$ cat src/rtl/tetris_pkg.sv
// tetris_pkg: shared types, constants and helpers for the score display path
package tetris_pkg;

    typedef enum logic [1:0] {
        IDLE   = 2'd0,
        CONV   = 2'd1,
        COMMIT = 2'd2
    } disp_state_t;

    localparam logic [6:0] SEG_BLANK = 7'b1111111;

    // Largest value representable in ndig decimal digits
    function automatic int bcd_max(input int ndig);
        int r;
        r = 1;
        for (int i = 0; i < ndig; i++) r = r * 10;
        return r - 1;
    endfunction

endpackage

$ cat src/rtl/bin2bcd_serial.sv
// bin2bcd_serial: serial double-dabble converter, one add-3/shift step per cycle
module bin2bcd_serial #(
    parameter int NDIG = 6,
    parameter int W    = 20
) (
    input  logic              clk,
    input  logic              reset,
    input  logic              start,
    input  logic [W-1:0]      bin_in,
    output logic              done,
    output logic [4*NDIG-1:0] bcd
);

    localparam int CW = $clog2(W);

    logic [W-1:0]      r_bin;
    logic [4*NDIG-1:0] r_bcd;
    logic [CW-1:0]     r_cnt;
    logic              r_run;
    logic [4*NDIG-1:0] w_adj;

    assign done = r_run && (r_cnt == CW'(W - 1));
    assign bcd  = r_bcd;

    // Add-3 correction on every nibble that would overflow past 9 after the shift
    always_comb begin
        w_adj = r_bcd;
        for (int i = 0; i < NDIG; i++)
            w_adj[4*i+:4] = (r_bcd[4*i+:4] >= 4'd5) ? r_bcd[4*i+:4] + 4'd3 : r_bcd[4*i+:4];
    end

    // Load on start, then shift {bcd, bin} left once per cycle for W cycles
    always_ff @(posedge clk) begin
        if (reset) begin
            r_bin <= '0;
            r_bcd <= '0;
            r_cnt <= '0;
            r_run <= 1'b0;
        end else if (start) begin
            r_bin <= bin_in;
            r_bcd <= '0;
            r_cnt <= '0;
            r_run <= 1'b1;
        end else if (r_run) begin
            r_bcd <= {w_adj[4*NDIG-2:0], r_bin[W-1]};
            r_bin <= {r_bin[W-2:0], 1'b0};
            r_cnt <= r_cnt + 1'b1;
            r_run <= !done;
        end
    end

endmodule

$ cat src/rtl/seg7.sv
// seg7: BCD digit to active-low 7-segment pattern, bit order 6543210 (gfedcba)
module seg7 (
    input  logic [3:0] bcd,
    output logic [6:0] seg
);

    // Combinational digit decode; codes above 9 are don't-care
    always_comb begin
        case (bcd)
            4'd0:    seg = 7'b1000000;
            4'd1:    seg = 7'b1111001;
            4'd2:    seg = 7'b0100100;
            4'd3:    seg = 7'b0110000;
            4'd4:    seg = 7'b0011001;
            4'd5:    seg = 7'b0010010;
            4'd6:    seg = 7'b0000010;
            4'd7:    seg = 7'b1111000;
            4'd8:    seg = 7'b0000000;
            4'd9:    seg = 7'b0010000;
            default: seg = 7'bxxxxxxx;
        endcase
    end

endmodule

$ cat src/rtl/score_display_ctrl.sv
// score_display_ctrl: accepts a binary score, converts to BCD and drives NDIG HEX digits
// Optional leading-zero blanking when SCORE_DISP_BLANK_EN is defined.
module score_display_ctrl #(
    parameter int NDIG = 6,
    parameter int W    = 20
) (
    input  logic                      clk,
    input  logic                      reset,
    input  logic [W-1:0]              score_in,
    input  logic                      score_valid,
    output logic                      score_ready,
    output logic                      busy,
    output logic [4*NDIG-1:0]         bcd_out,
    output logic [NDIG-1:0][6:0]      hex
);

    import tetris_pkg::*;

    localparam logic [W-1:0] MAX_W = W'(bcd_max(NDIG));

    if ((64'd1 << W) <= 64'(bcd_max(NDIG))) begin : g_bad_width
        $error("score_display_ctrl: W too narrow for NDIG digits");
    end

    disp_state_t            r_state;
    disp_state_t            w_next;
    logic                   w_accept;
    logic                   w_done;
    logic [W-1:0]           w_sat;
    logic [4*NDIG-1:0]      w_bcd;
    logic [4*NDIG-1:0]      r_bcd;
    logic [NDIG-1:0][6:0]   w_seg;

    assign w_sat   = (score_in > MAX_W) ? MAX_W : score_in;
    assign bcd_out = r_bcd;

    bin2bcd_serial #(.NDIG(NDIG), .W(W)) u_conv (
        .clk    (clk),
        .reset  (reset),
        .start  (w_accept),
        .bin_in (w_sat),
        .done   (w_done),
        .bcd    (w_bcd)
    );

    // State register
    always_ff @(posedge clk) begin
        r_state <= reset ? IDLE : w_next;
    end

    // Next state and handshake outputs
    always_comb begin
        w_next      = r_state;
        score_ready = 1'b0;
        busy        = 1'b0;
        w_accept    = 1'b0;
        case (r_state)
            IDLE: begin
                score_ready = 1'b1;
                w_accept    = score_valid;
                w_next      = score_valid ? CONV : IDLE;
            end
            CONV: begin
                busy   = 1'b1;
                w_next = w_done ? COMMIT : CONV;
            end
            COMMIT: begin
                busy   = 1'b1;
                w_next = IDLE;
            end
            default: w_next = IDLE;
        endcase
    end

    // Displayed value only moves in COMMIT so the digits never show partial results
    always_ff @(posedge clk) begin
        if (reset) r_bcd <= '0;
        else if (r_state == COMMIT) r_bcd <= w_bcd;
    end

    for (genvar i = 0; i < NDIG; i++) begin : g_dig
        seg7 u_seg7 (
            .bcd (r_bcd[4*i+:4]),
            .seg (w_seg[i])
        );
`ifdef SCORE_DISP_BLANK_EN
        assign hex[i] = (i > 0 && r_bcd[4*NDIG-1:4*i] == '0) ? SEG_BLANK : w_seg[i];
`else
        assign hex[i] = w_seg[i];
`endif
    end

endmodule

$ cat config.mk
export PLATFORM = sky130hd
export DESIGN_NAME = score_display_ctrl
export DESIGN_NICKNAME = d
export VERILOG_FILES = /design/src/rtl/tetris_pkg.sv /design/src/rtl/bin2bcd_serial.sv /design/src/rtl/seg7.sv /design/src/rtl/score_display_ctrl.sv
export SDC_FILE = /design/constraint.sdc
export NUM_CORES = 1
export LEC_CHECK = 0
export CAP_MARGIN = 20
export CORE_UTILIZATION = 35
export CTS_CLUSTER_SIZE = 24
export DETAILED_ROUTE_END_ITERATION = 10
export PLACE_DENSITY_LB_ADDON = 0.2
export SYNTH_ARGS = -nofsm -noshare
export SYNTH_HDL_FRONTEND = slang
export SYNTH_SLANG_ARGS = --single-unit
$ cat constraint.sdc
create_clock -name clk -period 3.7 [get_ports clk]
set_clock_uncertainty 0.1 [all_clocks]
set_input_delay 0.555 -clock clk [delete_from_list [all_inputs] [get_ports clk]]
set_output_delay 0.555 -clock clk [all_outputs]
set_load 0.02 [all_outputs]
Word level (Yosys, flattened, before mapping)

Memories as Yosys holds them, arrays and structs flattened. A register that Yosys moved wholly into a read port is not among the register bits.
Cells that the tools add are included.
W data, S select, Z words.

Memories kept: 6
ROM bits: 672
Word-level logic and storage cells: 64
Bits of input ports: 23
Bits in registers: 76

Memory list:

| memory          | depth | width | rd ports | clocked after memory_dff | wr ports | line      | source |
|---|---|---|---|---|---|---|---|
| (no name shown) | 16    | 7     | 1        | 1                        | 0        | seg7.sv:9 | `case (bcd)` |
| (no name shown) | 16    | 7     | 1        | 1                        | 0        | seg7.sv:9 |  |
| (no name shown) | 16    | 7     | 1        | 1                        | 0        | seg7.sv:9 |  |
| (no name shown) | 16    | 7     | 1        | 1                        | 0        | seg7.sv:9 |  |
| (no name shown) | 16    | 7     | 1        | 1                        | 0        | seg7.sv:9 |  |
| (no name shown) | 16    | 7     | 1        | 1                        | 0        | seg7.sv:9 |  |

$lt $le $gt $ge: 7
$add $sub $neg: 7
Equality and inequality tests: 3
Multiplexer cells: 29
Reduce and logical (&&, ||, !) cells: 6

Operator list:

| operator               | count |
|---|---|
| $mux W4                | 17 |
| $mux W20               | 3 |
| $ge A4 B3 Y1 const B   | 6 |
| $add A4 B2 Y4 const B  | 5 |
| $gt A20 B20 Y1 const B | 1 |
| $mux W1                | 6 |
| $add A5 B1 Y5 const B  | 1 |
| $eq A5 B5 Y1 const B   | 1 |
| $pmux W2 S2            | 1 |
| $reduce_or A2 Y1       | 2 |
| $add A3 B2 Y3 const B  | 1 |
| $mux W3                | 1 |
| $eq A2 B1 Y1 const B   | 1 |
| $eq A2 B2 Y1 const B   | 1 |
| $logic_not A2 Y1       | 1 |
| $mux W2                | 1 |
| $reduce_bool A2 Y1     | 1 |
| $logic_and A1 B1 Y1    | 1 |
| $logic_not A1 Y1       | 1 |

Depth between registers and ports, before layout

Gate-level depths: netlist of the first run.

Depth in word-level cells: 5
Gate-level depth with buffers: 9

By module

From an unflattened synthesis of the first run, not the netlist that was laid out.

Cell total of the unflattened synthesis: 560
Area total of the unflattened synthesis: 4884.7 um^2

By module, submodules not included:

| module             | instances | area each (um^2) | sequential area each (um^2) | cells an instance |
|---|---|---|---|---|
| bin2bcd_serial     | 1         | 2787.7           | 1001.0                      | 312 |
| score_display_ctrl | 1         | 1166.1           | 520.5                       | 122 |
| seg7               | 6         | 155.1            | 0.0                         | 21 |

Worst setup path before layout of the first run

OpenSTA, ideal clock, no wires.

Path kind: register to register
From: register r_state[0]
To: register g_dig[5].u_seg7.seg[3] (netlist name)
Cell stages (with the launch flop): 10
Period minus slack after synthesis: 1976 ps
Required time: 3483 ps
Path slack: 1724 ps
Arrival: 1759 ps
Path through: dfxtp_1 inv_1 ha_1 buf_4 mux2i_1 or2_2 clkbuf_1 ha_1 inv_1 a22o_1

Cells in the longest elaborated chain, start to end: 3

Ends and longest elaborated chain:

| what                                   | line                     | source |
|---|---|---|
| start: declaration                     | score_display_ctrl.sv:25 | `disp_state_t r_state;` |
| start signal: assignment               | score_display_ctrl.sv:48 | `r_state <= reset ? IDLE : w_next;` |
| $eq A2 B2 Y1                           | score_display_ctrl.sv:78 | `else if (r_state == COMMIT) r_bcd <= w_bcd;` |
| $mux W4 (no source line) (2 in series) | --                       |  |

No other way between the ends.
A chain may end at the register's enable or synchronous reset.

Final worst setup path of the first run

From: register r_state[0]
To: register g_dig[3].u_seg7.seg[1] (netlist name)

Cells in the longest elaborated chain, start to end: 3

Ends and longest elaborated chain:

| what                                   | line |
|---|---|
| $eq A2 B2 Y1                           | score_display_ctrl.sv:78 |
| $mux W4 (no source line) (2 in series) | -- |

No other way between the ends.

==> reports/results.md, run 1 <==
| Item | This run |
|---|---|
| Final Critical Period | 2.618 ns |
| Placed wire-length estimate after detailed placement | 7.553 mm |
| Number of buffers created by CTS | 17 |
| Cell variety after synth | 49 |
| Peak per-stage delay on the critical path | 0.74 ns |
| Run status | finished clean |
| Setup TNS after final layout | 0 ns |
| Total routing usage reported by global routing | 0.1408 |
| Count of port buffers added during placement | 90 |
| Final core area utilization | 0.4710 |
| Grt ovf | 0 |
| Vias per cell | 4.811 |
| Wire length of the first global-routing pass | 18.24 mm |
| Starting utilization of the core area | 0.3614 |
| Dominant register cell in the synthesized netlist | sky130_fd_sc_hd__dfxtp_1 |
| Final RePlAce weighted congestion | 0.7906 |
| Hold Path Class | flop to flop |
| Cells along the critical path | inv_1, ha_2, buf_4, mux2i_1, or2_2, ha_1, and2_1 |
| Internal power | 0.002627 W |
| Final #Nets | 740 |
| Number of synthesized register bits | 118 |
| Startpoint type of the worst setup path | flop |
| Net Switching | 0.0006931 W |
| Worst supply voltage drop on vdd | 301.4 uV |
| Part of the total power dissipated in the clock network | 0.551 |
| Clk sink count | 118 |
| Synth Area per Inst | 9.321 um^2 |
| Flop2flop setup slack | 1.08 ns |
| Cell with the largest stage delay on the worst path | sky130_fd_sc_hd__ha_2 |
| Antenna-violating nets left | 0 |
| Power density over the cells | 458.6 nW/um^2 |
| Number of gates resized after cts | 0 |
| Die W | 128.0 um |
| Initial antenna violation count | 0 |
| Number of enable-type register cells in the synthesized netlist | 0 |
| Sequential area share after synthesis | 0.4252 |
| Leading cell types in the layout, fill and taps excluded | 117 x sky130_fd_sc_hd__dfxtp_1, 89 x sky130_fd_sc_hd__clkdlybuf4s50_1, 50 x sky130_fd_sc_hd__nor2_1 |
| Post-Synthesis Cell Area | 5555 um^2 |
| Max H-tree Level | 4 |
| Largest net degree at the start of global routing | 59 |
| Pins over their slew limit | 0 |
| Remaining max-slew budget at the tightest pin | 0.4335 |
| Area of the placeable core | 15370 um^2 |
| Overall die area | 16380 um^2 |
| Hold Worst Slack | 0.4068 ns |
| Violation count after the first detailed-route iteration | 182 |
| Net count of the mapped netlist | 665 |
| Cell Count Post-Placement | 863 |
| Setup crit end kind | flop |
| WL/cell | 12.21 um |
| Area Overhead vs Synth | 30.32% |
| Worst EP required | 3.90 ns |
| CTS Buffer Depth | 2 |
| Critical path type | flop to flop |
| Worst-skew pair later-pin latency | 0.41 ns |
| Clock tree from TritonCTS | done |
| Final-report setup violation count | 0 |
| Count of vias placed by the detailed router | 4306 |
| DRC violation count after routing | 0 |
| Ratio of final minimum period to clock period | 0.7077 |
| Final instance count without filler cells | 895 |
| CTS hold repair buffers | 0 |
| Cells after synthesis | 596 |
| Async SR Flop Fraction | 0 |
| Maximum operating frequency | 381.9 MHz |
| Diode count | 0 |
| Post-CTS setup buffer count | 0 |
| Synth Warn # | 0 |
| Die outline height | 128.0 um |
| Static leakage | 2.782 nW |
| Fillcell total | 1434 |
| I/O pin cnt | 91 |
| Root buffer cell | sky130_fd_sc_hd__clkbuf_16 |
| Most common library cell in the layout ignoring fill and taps | sky130_fd_sc_hd__dfxtp_1 |
| CTS clock-pin slew for the worst setup and hold paths | 0.05 ns |
| Part of the total power dissipated in combinational logic | 0.050 |
| Drt pass-1 iters | 5 |
| Total Wirelength | 10.93 mm |
| Ratio of cells with drive above 1 in the final layout | 0.09649 |
| Sequential group share of total power | 0.399 |
| Cell row count | 45 |
| Via count of the first global-routing pass | 3951 |
| RSZ-0062 raised after global routing | false |
| Switch share | 0.2087 |
| Final-report hold violation count | 0 |
| Transition time at the pin with the least slew margin | 0.8497 ns |
| Data arrival time of the critical path | 2.82 ns |
| Maxcap violations | 0 |
| Largest driver fanout on the critical path | 33 |
## worst max-delay path: cells and delay by family (launching register included)
family | cells | cell delay, ns
adders and majority gates | 2 | 1.07
buffers and inverters | 2 | 0.44
DFF | 1 | 0.31
muxes | 1 | 0.09
and+or+nand+nor | 2 | 0.48
## metrics by stage
step	power (W)	cell area, um^2	setup WS [ns]
after CTS	0.003360	7239	1.079
after global placement	0.001515	6574	1.123
after detailed placement	0.001520	6574	1.090
after floorplan	0.001464	5555	1.724
final	0.003320	7239	1.082
after global routing	0.003441	7239	0.9078
## cells in the mapped netlist (6+ instances only)
cell type,instances,share of area
sky130_fd_sc_hd__nand4_1,10,0.011
sky130_fd_sc_hd__a211oi_1,14,0.019
sky130_fd_sc_hd__mux2_2,6,0.012
sky130_fd_sc_hd__clkbuf_1,21,0.014
sky130_fd_sc_hd__and2_1,6,0.0068
sky130_fd_sc_hd__inv_1,45,0.030
sky130_fd_sc_hd__dfxtp_1,118,0.43
sky130_fd_sc_hd__or4b_1,7,0.013
sky130_fd_sc_hd__mux2i_1,45,0.081
sky130_fd_sc_hd__a21oi_1,28,0.025
sky130_fd_sc_hd__nor3_1,13,0.012
sky130_fd_sc_hd__o21ai_0,31,0.028
sky130_fd_sc_hd__nand3_1,8,0.0072
sky130_fd_sc_hd__nand2_1,33,0.022
sky130_fd_sc_hd__nor3b_1,6,0.0081
sky130_fd_sc_hd__a221o_1,6,0.011
sky130_fd_sc_hd__nor2_1,50,0.034
sky130_fd_sc_hd__ha_1,46,0.10
sky130_fd_sc_hd__buf_2,9,0.0081
sky130_fd_sc_hd__nand3b_1,7,0.0095
sky130_fd_sc_hd__or2_2,12,0.014
sky130_fd_sc_hd__nand2b_1,12,0.014
## state kept, by name, summed over array words and instances, names as in the netlist
register          cells
u_conv.bcd           24
u_conv.r_bin         20
u_conv.r_cnt          5
u_conv.r_run          1
g_dig.u_seg7.seg     42
r_state               2
bcd_out              24
## final timing paths
kind | startpoint | endpoint | cells after the start
worst max-delay path | r_state[0] | g_dig[3].u_seg7.seg[1] | 7
worst min-delay path | u_conv.bcd[23] | u_conv.bcd[23] | 2
worst max register to register | r_state[0] | g_dig[3].u_seg7.seg[1] | 7
worst min register to register | u_conv.bcd[23] | u_conv.bcd[23] | 2
## layout make-up
class / instances / area [um^2] / area share
clock buffer: 21 / 470.5 / 0.06498
clock inverter: 11 / 195.2 / 0.02696
inverter: 45 / 168.9 / 0.02333
multi-input combinational: 396 / 2846 / 0.3932
sequential: 118 / 2364 / 0.3265
tap: 211 / 264.0 / 0.03647
timing repair buffer: 93 / 930.9 / 0.1286
## logic make-up after synthesis
kind of cell               Yosys count  synth area share
and+or+nand+nor                    177            0.1721
AOI/OAI and AO/OA                  118            0.1367
DFF                                118            0.4252
buffers and inverters               82           0.06284
muxes                               51           0.09324
adders and majority gates           46            0.1036
xor gates and xnor gates             4          0.006307
## routing by layer
| layer | global-route usage | wire length [um] | part of all wire | vias to the layer above |
|---|---|---|---|---|
| li1 | - | - | - | 2214 |
| met1 | 0.1655 | 5053 | 0.46 | 1986 |
| met2 | 0.2324 | 5257 | 0.48 | 92 |
| met3 | 0.04758 | 467 | 0.043 | 14 |
| met4 | 0.06228 | 155 | 0.014 | 0 |
| met5 | 0 | 0 | 0 | - |
## power by group through the flow
stage / registers, W / clock network [W] / logic, W
floorplan: 0.00133 / 0 / 0.000130
global placement: 0.00135 / 0 / 0.000164
detailed placement: 0.00135 / 0 / 0.000169
CTS: 0.00132 / 0.00187 / 0.000170
global route: 0.00133 / 0.00193 / 0.000188
finish: 0.00132 / 0.00183 / 0.000168
No activity file was read; power rests on OpenSTA's default activity.
==> run 2, diff against run 1 <==
- clock period: 3.7 -> 2.38 ns (I/O delays scaled with it)
==> run 2 against run 1 <==
Register-to-register slack worse by 0.88 ns; combinational power grew 71%; final area is 1.1% higher; sequential power increased by 55%; critical path type is now flop to output pin; critical endpoint is now busy; largest cell class unchanged; largest power group unchanged.
==> reports/results.md, run 2 (synthesis results as in run 1) <==
| Item | This run | Delta |
|---|---|---|
| Grt ovf | 0 | unchanged |
| Via count of the first global-routing pass | 4002 | was 3951 |
| Critical path type | flop to output pin | was flop to flop |
| Largest net degree at the start of global routing | 30 | was 59 |
| Area Overhead vs Synth | 31.71% | was 30.32% |
| CTS hold repair buffers | 0 | unchanged |
| Most common library cell in the layout ignoring fill and taps | sky130_fd_sc_hd__dfxtp_1 | unchanged |
| Area taken by flip-flops and latches | 2364 um^2 | unchanged |
| Antenna-violating nets left | 0 | unchanged |
| Data arrival time of the critical path | 1.72 ns | was 2.82 ns |
| Die W | 128.0 um | unchanged |
| Vias per cell | 4.829 | was 4.811 |
| Placed wire-length estimate after detailed placement | 7.984 mm | was 7.553 mm |
| Drt pass-1 iters | 4 | was 5 |
| Total routing usage reported by global routing | 0.1420 | was 0.1408 |
| Final worst slack | 0.2050 ns | was 1.082 ns |
| Area taken by multi-input logic gates | 2846 um^2 | unchanged |
| Die outline height | 128.0 um | unchanged |
| Pre-CTS setup slack | 0.2117 ns | was 1.090 ns |
| Initial antenna violation count | 0 | unchanged |
| Diode count | 0 | unchanged |
| Ratio of final minimum period to clock period | 0.9139 |  |
| Area of the placeable core | 15370 um^2 | unchanged |
| Hold Path Class | input port to flop | was flop to flop |
| Maxcap violations | 0 | unchanged |
| Final #Nets | 753 | was 740 |
| Transition time at the pin with the least slew margin | 0.5016 ns | was 0.8497 ns |
| Worst-skew pair later-pin latency | 0.41 ns | about the same |
| Final Critical Period | 2.175 ns |  |
| Static leakage | 2.841 nW | was 2.782 nW |
| Cells along the critical path | inv_1, ha_1, clkdlybuf4s50_1 | was inv_1, ha_2, buf_4, mux2i_1, or2_2, ha_1, and2_1 |
| Largest register FFs | 42 | unchanged |
| Worst supply voltage drop on vdd | 479.6 uV | was 301.4 uV |
| Ratio of cells with drive above 1 in the final layout | 0.1148 | was 0.09649 |
| Run status | finished clean | unchanged |
| Cell with the largest stage delay on the worst path | sky130_fd_sc_hd__clkdlybuf4s50_1 | was sky130_fd_sc_hd__ha_2 |
| CTS Buffer Depth | 2 | unchanged |
| Largest driver fanout on the critical path | 2 | was 33 |
| Number of gates resized after cts | 0 | unchanged |
| Violation count after the first detailed-route iteration | 203 | was 182 |
| Number of buffers created by CTS | 17 | unchanged |
| Count of port buffers added during placement | 90 | unchanged |
| Overall die area | 16380 um^2 | unchanged |
| RSZ-0062 raised after global routing | false | unchanged |
| CTS clock-pin slew for the worst setup and hold paths | 0.05 ns | about the same |
| Clock tree from TritonCTS | done | unchanged |
| Wire length of the first global-routing pass | 18.46 mm | was 18.24 mm |
| Total power after layout | 0.005123 W | was 0.003320 W |
| Final RePlAce weighted congestion | 0.8213 | was 0.7906 |
| Final-report hold violation count | 0 | unchanged |
| Maximum operating frequency | 459.8 MHz |  |
| Remaining max-slew budget at the tightest pin | 0.6656 | was 0.4335 |
| Setup TNS after final layout | 0 ns | unchanged |
| Cell row count | 45 | unchanged |
| Startpoint type of the worst setup path | flop | unchanged |
| Leading cell types in the layout, fill and taps excluded | 117 x sky130_fd_sc_hd__dfxtp_1, 89 x sky130_fd_sc_hd__clkdlybuf4s50_1, 50 x sky130_fd_sc_hd__nor2_1 | unchanged |
| Setup crit end kind | output pin | was flop |
| Count of vias placed by the detailed router | 4385 | was 4306 |
| Power density over the cells | 700.2 nW/um^2 | was 458.6 nW/um^2 |
| Worst path buffer plus inverter count | 2 | unchanged |
| Peak per-stage delay on the critical path | 0.60 ns | was 0.74 ns |
| Final-report setup violation count | 0 | unchanged |
| Starting utilization of the core area | 0.3614 | unchanged |
| Pins over their slew limit | 0 | unchanged |
| DRC violation count after routing | 0 | unchanged |
| Clk sink count | 118 | unchanged |
| Post-CTS setup buffer count | 0 | unchanged |
| Total Wirelength | 11.27 mm | was 10.93 mm |
| Fillcell total | 1461 | was 1434 |
| Root buffer cell | sky130_fd_sc_hd__clkbuf_16 | unchanged |
| Worst EP required | 1.92 ns | was 3.90 ns |
| Family with the most delay on the worst path | buffers and inverters | was adder cells |
| I/O pin cnt | 91 | unchanged |
| Max H-tree Level | 4 | unchanged |
| WL/cell | 12.41 um | was 12.21 um |
| Final core area utilization | 0.4760 | was 0.4710 |
[run 2: changes by cell type in the layout (fill, tap and decap cells not counted)]
| cell | change |
|---|---|
| sky130_fd_sc_hd__inv_6 | -1 |
| sky130_fd_sc_hd__clkbuf_1 | -1 |
| sky130_fd_sc_hd__clkinv_2 | +4 |
| sky130_fd_sc_hd__clkbuf_8 | -2 |
| sky130_fd_sc_hd__buf_4 | +13 |
[run 2: final timing paths]
check	cells past startpoint	slack, ns	to	startpoint
worst max-delay path	3	0.20	busy	r_state[0]
worst min-delay path	2	0.30	u_conv.r_run	reset
worst max register to register	7	0.20	g_dig[1].u_seg7.seg[1]	r_state[0]
worst min register to register	2	0.40	u_conv.bcd[0]	u_conv.r_bin[19]
[run 2: final cells by class]
class	instances	area share
multi-input combinational	396	0.3890
sequential	118	0.3230
timing repair buffer	106	0.1406
clock buffer	18	0.06002
tap	211	0.03608
clock inverter	14	0.02821
inverter	45	0.02308
[run 2: layer usage]
metal,share of wire,global-route usage,vias up
li1,-,-,2249
met5,0,0,-
met1,0.48,0.1751,2041
met4,0.016,0.06644,0
met3,0.033,0.03673,19
met2,0.47,0.2315,76
[run 2: report_power, final]
group / leakage [nW] / total, W / internal [W] / switching (W)
Clock: 0.311 / 0.00279 / 0.00187 / 0.000913
Combinational: 1.57 / 0.000288 / 0.000138 / 0.000151
Sequential: 0.956 / 0.00205 / 0.00202 / 0.0000329
[run 2: stage by stage]
step | hold slack, ns | area, um^2 | cells
3_3_place_gp | 0.3828 | 6671 | 876
3_5_place_dp | 0.3962 | 6671 | 876
6_report | 0.3045 | 7317 | 908
2_1_floorplan | 0.3630 | 5555 | 596
4_1_cts | 0.2953 | 7317 | 908
5_1_grt | 0.3217 | 7317 | 908
==> run 3, diff against run 2 <==
- GPL_TIMING_DRIVEN: unset -> 0
- SLEW_MARGIN: unset -> 10
==> run 3 against run 2 <==
Register-to-register slack got worse by 0.03 ns; power is 3.7% lower; die area stayed put; final cell count rose by 2.2%; sequential share of layout area about the same; critical path depth up 6; clock power shrank 7.5%; final area is 0.21% lower; utilization shrank 0.098 points; largest cell class unchanged; largest power group unchanged.
==> reports/results.md, run 3 (synthesis results as in run 1) <==
| Item | This run | Delta |
|---|---|---|
| Area taken by flip-flops and latches | 2362 um^2 | was 2364 um^2 |
| Transition time at the pin with the least slew margin | 0.7370 ns | was 0.5016 ns |
| Overall die area | 16380 um^2 | unchanged |
| Worst EP required | 2.59 ns | was 1.92 ns |
| Clock tree from TritonCTS | done | unchanged |
| Net Switching | 0.001098 W | was 0.001097 W |
| Hold path depth | 3 | was 2 |
| Pins over their slew limit | 0 | unchanged |
| Final Critical Period | 2.202 ns | was 2.175 ns |
| Setup TNS after final layout | 0 ns | unchanged |
| Ratio of final minimum period to clock period | 0.9251 | was 0.9139 |
| Area taken by multi-input logic gates | 2844 um^2 | was 2846 um^2 |
| Placed wire-length estimate after detailed placement | 9.740 mm | was 7.984 mm |
| Data arrival time of the critical path | 2.42 ns | was 1.72 ns |
| Violation count after the first detailed-route iteration | 267 | was 203 |
| Vias per cell | 4.971 | was 4.829 |
| Critical path type | flop to flop | was flop to output pin |
| Run status | finished clean | unchanged |
| Final-report hold violation count | 0 | unchanged |
| Area Overhead vs Synth | 31.44% | was 31.71% |
| Drt pass-1 iters | 4 | unchanged |
| Worst supply voltage drop on vdd | 530.8 uV | was 479.6 uV |
| Final core area utilization | 0.4751 | was 0.4760 |
| Largest net degree at the start of global routing | 17 | was 30 |
| Remaining max-slew budget at the tightest pin | 0.5087 | was 0.6656 |
| Cell with the largest stage delay on the worst path | sky130_fd_sc_hd__dfxtp_1 | was sky130_fd_sc_hd__clkdlybuf4s50_1 |
| Number of gates resized after cts | 0 | unchanged |
| Starting utilization of the core area | 0.3614 | unchanged |
| Largest register FFs | 42 | unchanged |
| Part of the total power dissipated in combinational logic | 0.064 | was 0.056 |
| Hold Path Class | input port to flop | unchanged |
| RR Startpoint | r_state[0] | unchanged |
| Maximum operating frequency | 454.2 MHz | was 459.8 MHz |
| Most common library cell in the layout ignoring fill and taps | sky130_fd_sc_hd__dfxtp_1 | unchanged |
| Total routing usage reported by global routing | 0.1725 | was 0.1420 |
| Family with the most delay on the worst path | adder cells | was buffers and inverters |
| Cells along the critical path | inv_1, ha_1, buf_4, mux2i_1, or2_2, clkbuf_1, ha_1, inv_1, a22o_1 | was inv_1, ha_1, clkdlybuf4s50_1 |
| Count of vias placed by the detailed router | 4613 | was 4385 |
| Cell row count | 45 | unchanged |
| Switch share | 0.2224 | was 0.2141 |
| Startpoint type of the worst setup path | flop | unchanged |
| Wire length of the first global-routing pass | 21.58 mm | was 18.46 mm |
| Post-CTS setup buffer count | 0 | unchanged |
| Area of the placeable core | 15370 um^2 | unchanged |
| CTS Buffer Depth | 2 | unchanged |
| Maxcap violations | 0 | unchanged |
| Diode count | 0 | unchanged |
| Max H-tree Level | 4 | unchanged |
| Worst path buffer plus inverter count | 4 | was 2 |
| I/O pin cnt | 91 | unchanged |
| Initial antenna violation count | 0 | unchanged |
| Length in cells of the worst reg-to-reg path | 9 | was 7 |
| Final #Nets | 773 | was 753 |
| Power density over the cells | 675.8 nW/um^2 | was 700.2 nW/um^2 |
| RSZ-0062 raised after global routing | false | unchanged |
| Leading cell types in the layout, fill and taps excluded | 118 x sky130_fd_sc_hd__dfxtp_1, 89 x sky130_fd_sc_hd__clkdlybuf4s50_1, 50 x sky130_fd_sc_hd__nor2_1, 46 x sky130_fd_sc_hd__ha_1 | was 117 x sky130_fd_sc_hd__dfxtp_1, 89 x sky130_fd_sc_hd__clkdlybuf4s50_1, 50 x sky130_fd_sc_hd__nor2_1 |
| Antenna-violating nets left | 0 | unchanged |
| Flop2flop setup slack | 0.18 ns | was 0.20 ns |
| Internal power | 0.003837 W | was 0.004026 W |
| Sequential group share of total power | 0.414 | was 0.400 |
| Grt ovf | 0 | unchanged |
| Count of port buffers added during placement | 89 | was 90 |
| CTS hold repair buffers | 0 | unchanged |
| DRC violation count after routing | 0 | unchanged |
| Part of the total power dissipated in the clock network | 0.522 | was 0.544 |
| Static leakage | 2.840 nW | was 2.841 nW |
| Fillcell total | 1477 | was 1461 |
| Largest driver fanout on the critical path | 10 | was 2 |
| Final RePlAce weighted congestion | 0.8096 | was 0.8213 |
| Clk sink count | 118 | unchanged |
| Total Wirelength | 13.66 mm | was 11.27 mm |
| CTS clock-pin slew for the worst setup and hold paths | 0.05 ns | about the same |
| Hold Path Origin | reset | unchanged |
| Root buffer cell | sky130_fd_sc_hd__clkbuf_16 | unchanged |
| Number of buffers created by CTS | 17 | unchanged |
| Final-report setup violation count | 0 | unchanged |
| WL/cell | 14.72 um | was 12.41 um |
| R2r endpoint | g_dig[5].u_seg7.seg[3] | was g_dig[1].u_seg7.seg[1] |
| Peak per-stage delay on the critical path | 0.34 ns | was 0.60 ns |
| Via count of the first global-routing pass | 4248 | was 4002 |
| Die outline height | 128.0 um | unchanged |
| Worst-skew pair later-pin latency | 0.42 ns | was 0.41 ns |
| Setup crit end kind | flop | was output pin |
| Die W | 128.0 um | unchanged |
| Ratio of cells with drive above 1 in the final layout | 0.1018 | was 0.1148 |
| Endpoint with the worst hold slack | g_dig[4].u_seg7.seg[6] | was u_conv.r_run |
run 3: cell count changes in the layout (fill, tap and decap cells not counted), moves of 2 or more:
cell	delta
sky130_fd_sc_hd__clkbuf_1	+24
sky130_fd_sc_hd__buf_4	-11
sky130_fd_sc_hd__buf_2	+8
sky130_fd_sc_hd__clkinvlp_4	-2
sky130_fd_sc_hd__bufinv_16	-2
sky130_fd_sc_hd__buf_6	+2
run 3: power by group through the flow:
stage / clock network [W] / registers (W) / logic (W)
3_3_place_gp: 0 / 0.00208 / 0.000311
2_1_floorplan: 0 / 0.00207 / 0.000201
4_1_cts: 0.00262 / 0.00204 / 0.000319
3_5_place_dp: 0 / 0.00208 / 0.000317
6_report: 0.00258 / 0.00204 / 0.000317
5_1_grt: 0.00270 / 0.00205 / 0.000346
run 3: layout make-up:
cell class	instances	area share
clock inverters	10	0.01748
flip-flops and latches	118	0.3235
clock buffers	22	0.06357
repair buffers	89	0.1220
well taps	211	0.03615
plain buffers	37	0.02467
inverters	45	0.02313
multi-input cells	396	0.3895
run 3: per-layer routing:
metal / share of wire / vias up / GRT usage / wire length [um]
li1: - / 2287 / - / -
met1: 0.45 / 2173 / 0.2104 / 6094
met2: 0.48 / 127 / 0.2813 / 6561
met3: 0.046 / 26 / 0.03756 / 622
met4: 0.028 / 0 / 0.09758 / 382
met5: 0 / - / 0 / 0
run 3: how the worst max path moves through the flow:
stage / startpoint / end / cells after the start
after global routing: r_state[0] / g_dig[5].u_seg7.seg[3] / 9
after global placement: score_valid / u_conv.bcd[21] / 6
after floorplan: r_state[0] / g_dig[5].u_seg7.seg[3] / 9
after CTS: r_state[0] / g_dig[5].u_seg7.seg[3] / 9
final: r_state[0] / g_dig[5].u_seg7.seg[3] / 9
after detailed placement: score_valid / u_conv.bcd[1] / 6
run 3: metrics by stage:
stage	setup WS (ns)	instances	hold slack, ns	instance area, um^2	total power, W
CTS	0.1833	928	0.2260	7302	0.004984
detailed placement	0.1620	896	0.3986	6710	0.002401
finish	0.1784	928	0.2290	7302	0.004935
global placement	0.1877	896	0.3925	6710	0.002394
global route	0.1062	928	0.2747	7302	0.005096
floorplan	0.4038	596	0.3630	5555	0.002276
run 3: worst reg2reg max path, delay by kind of cell (launching register included):
family          cells  cell delay (ns)
flops               1             0.34
simple gates        1             0.27
compound gates      1             0.19
buf+inv             4             0.51
fa+ha+maj           2             0.58
mux                 1             0.12
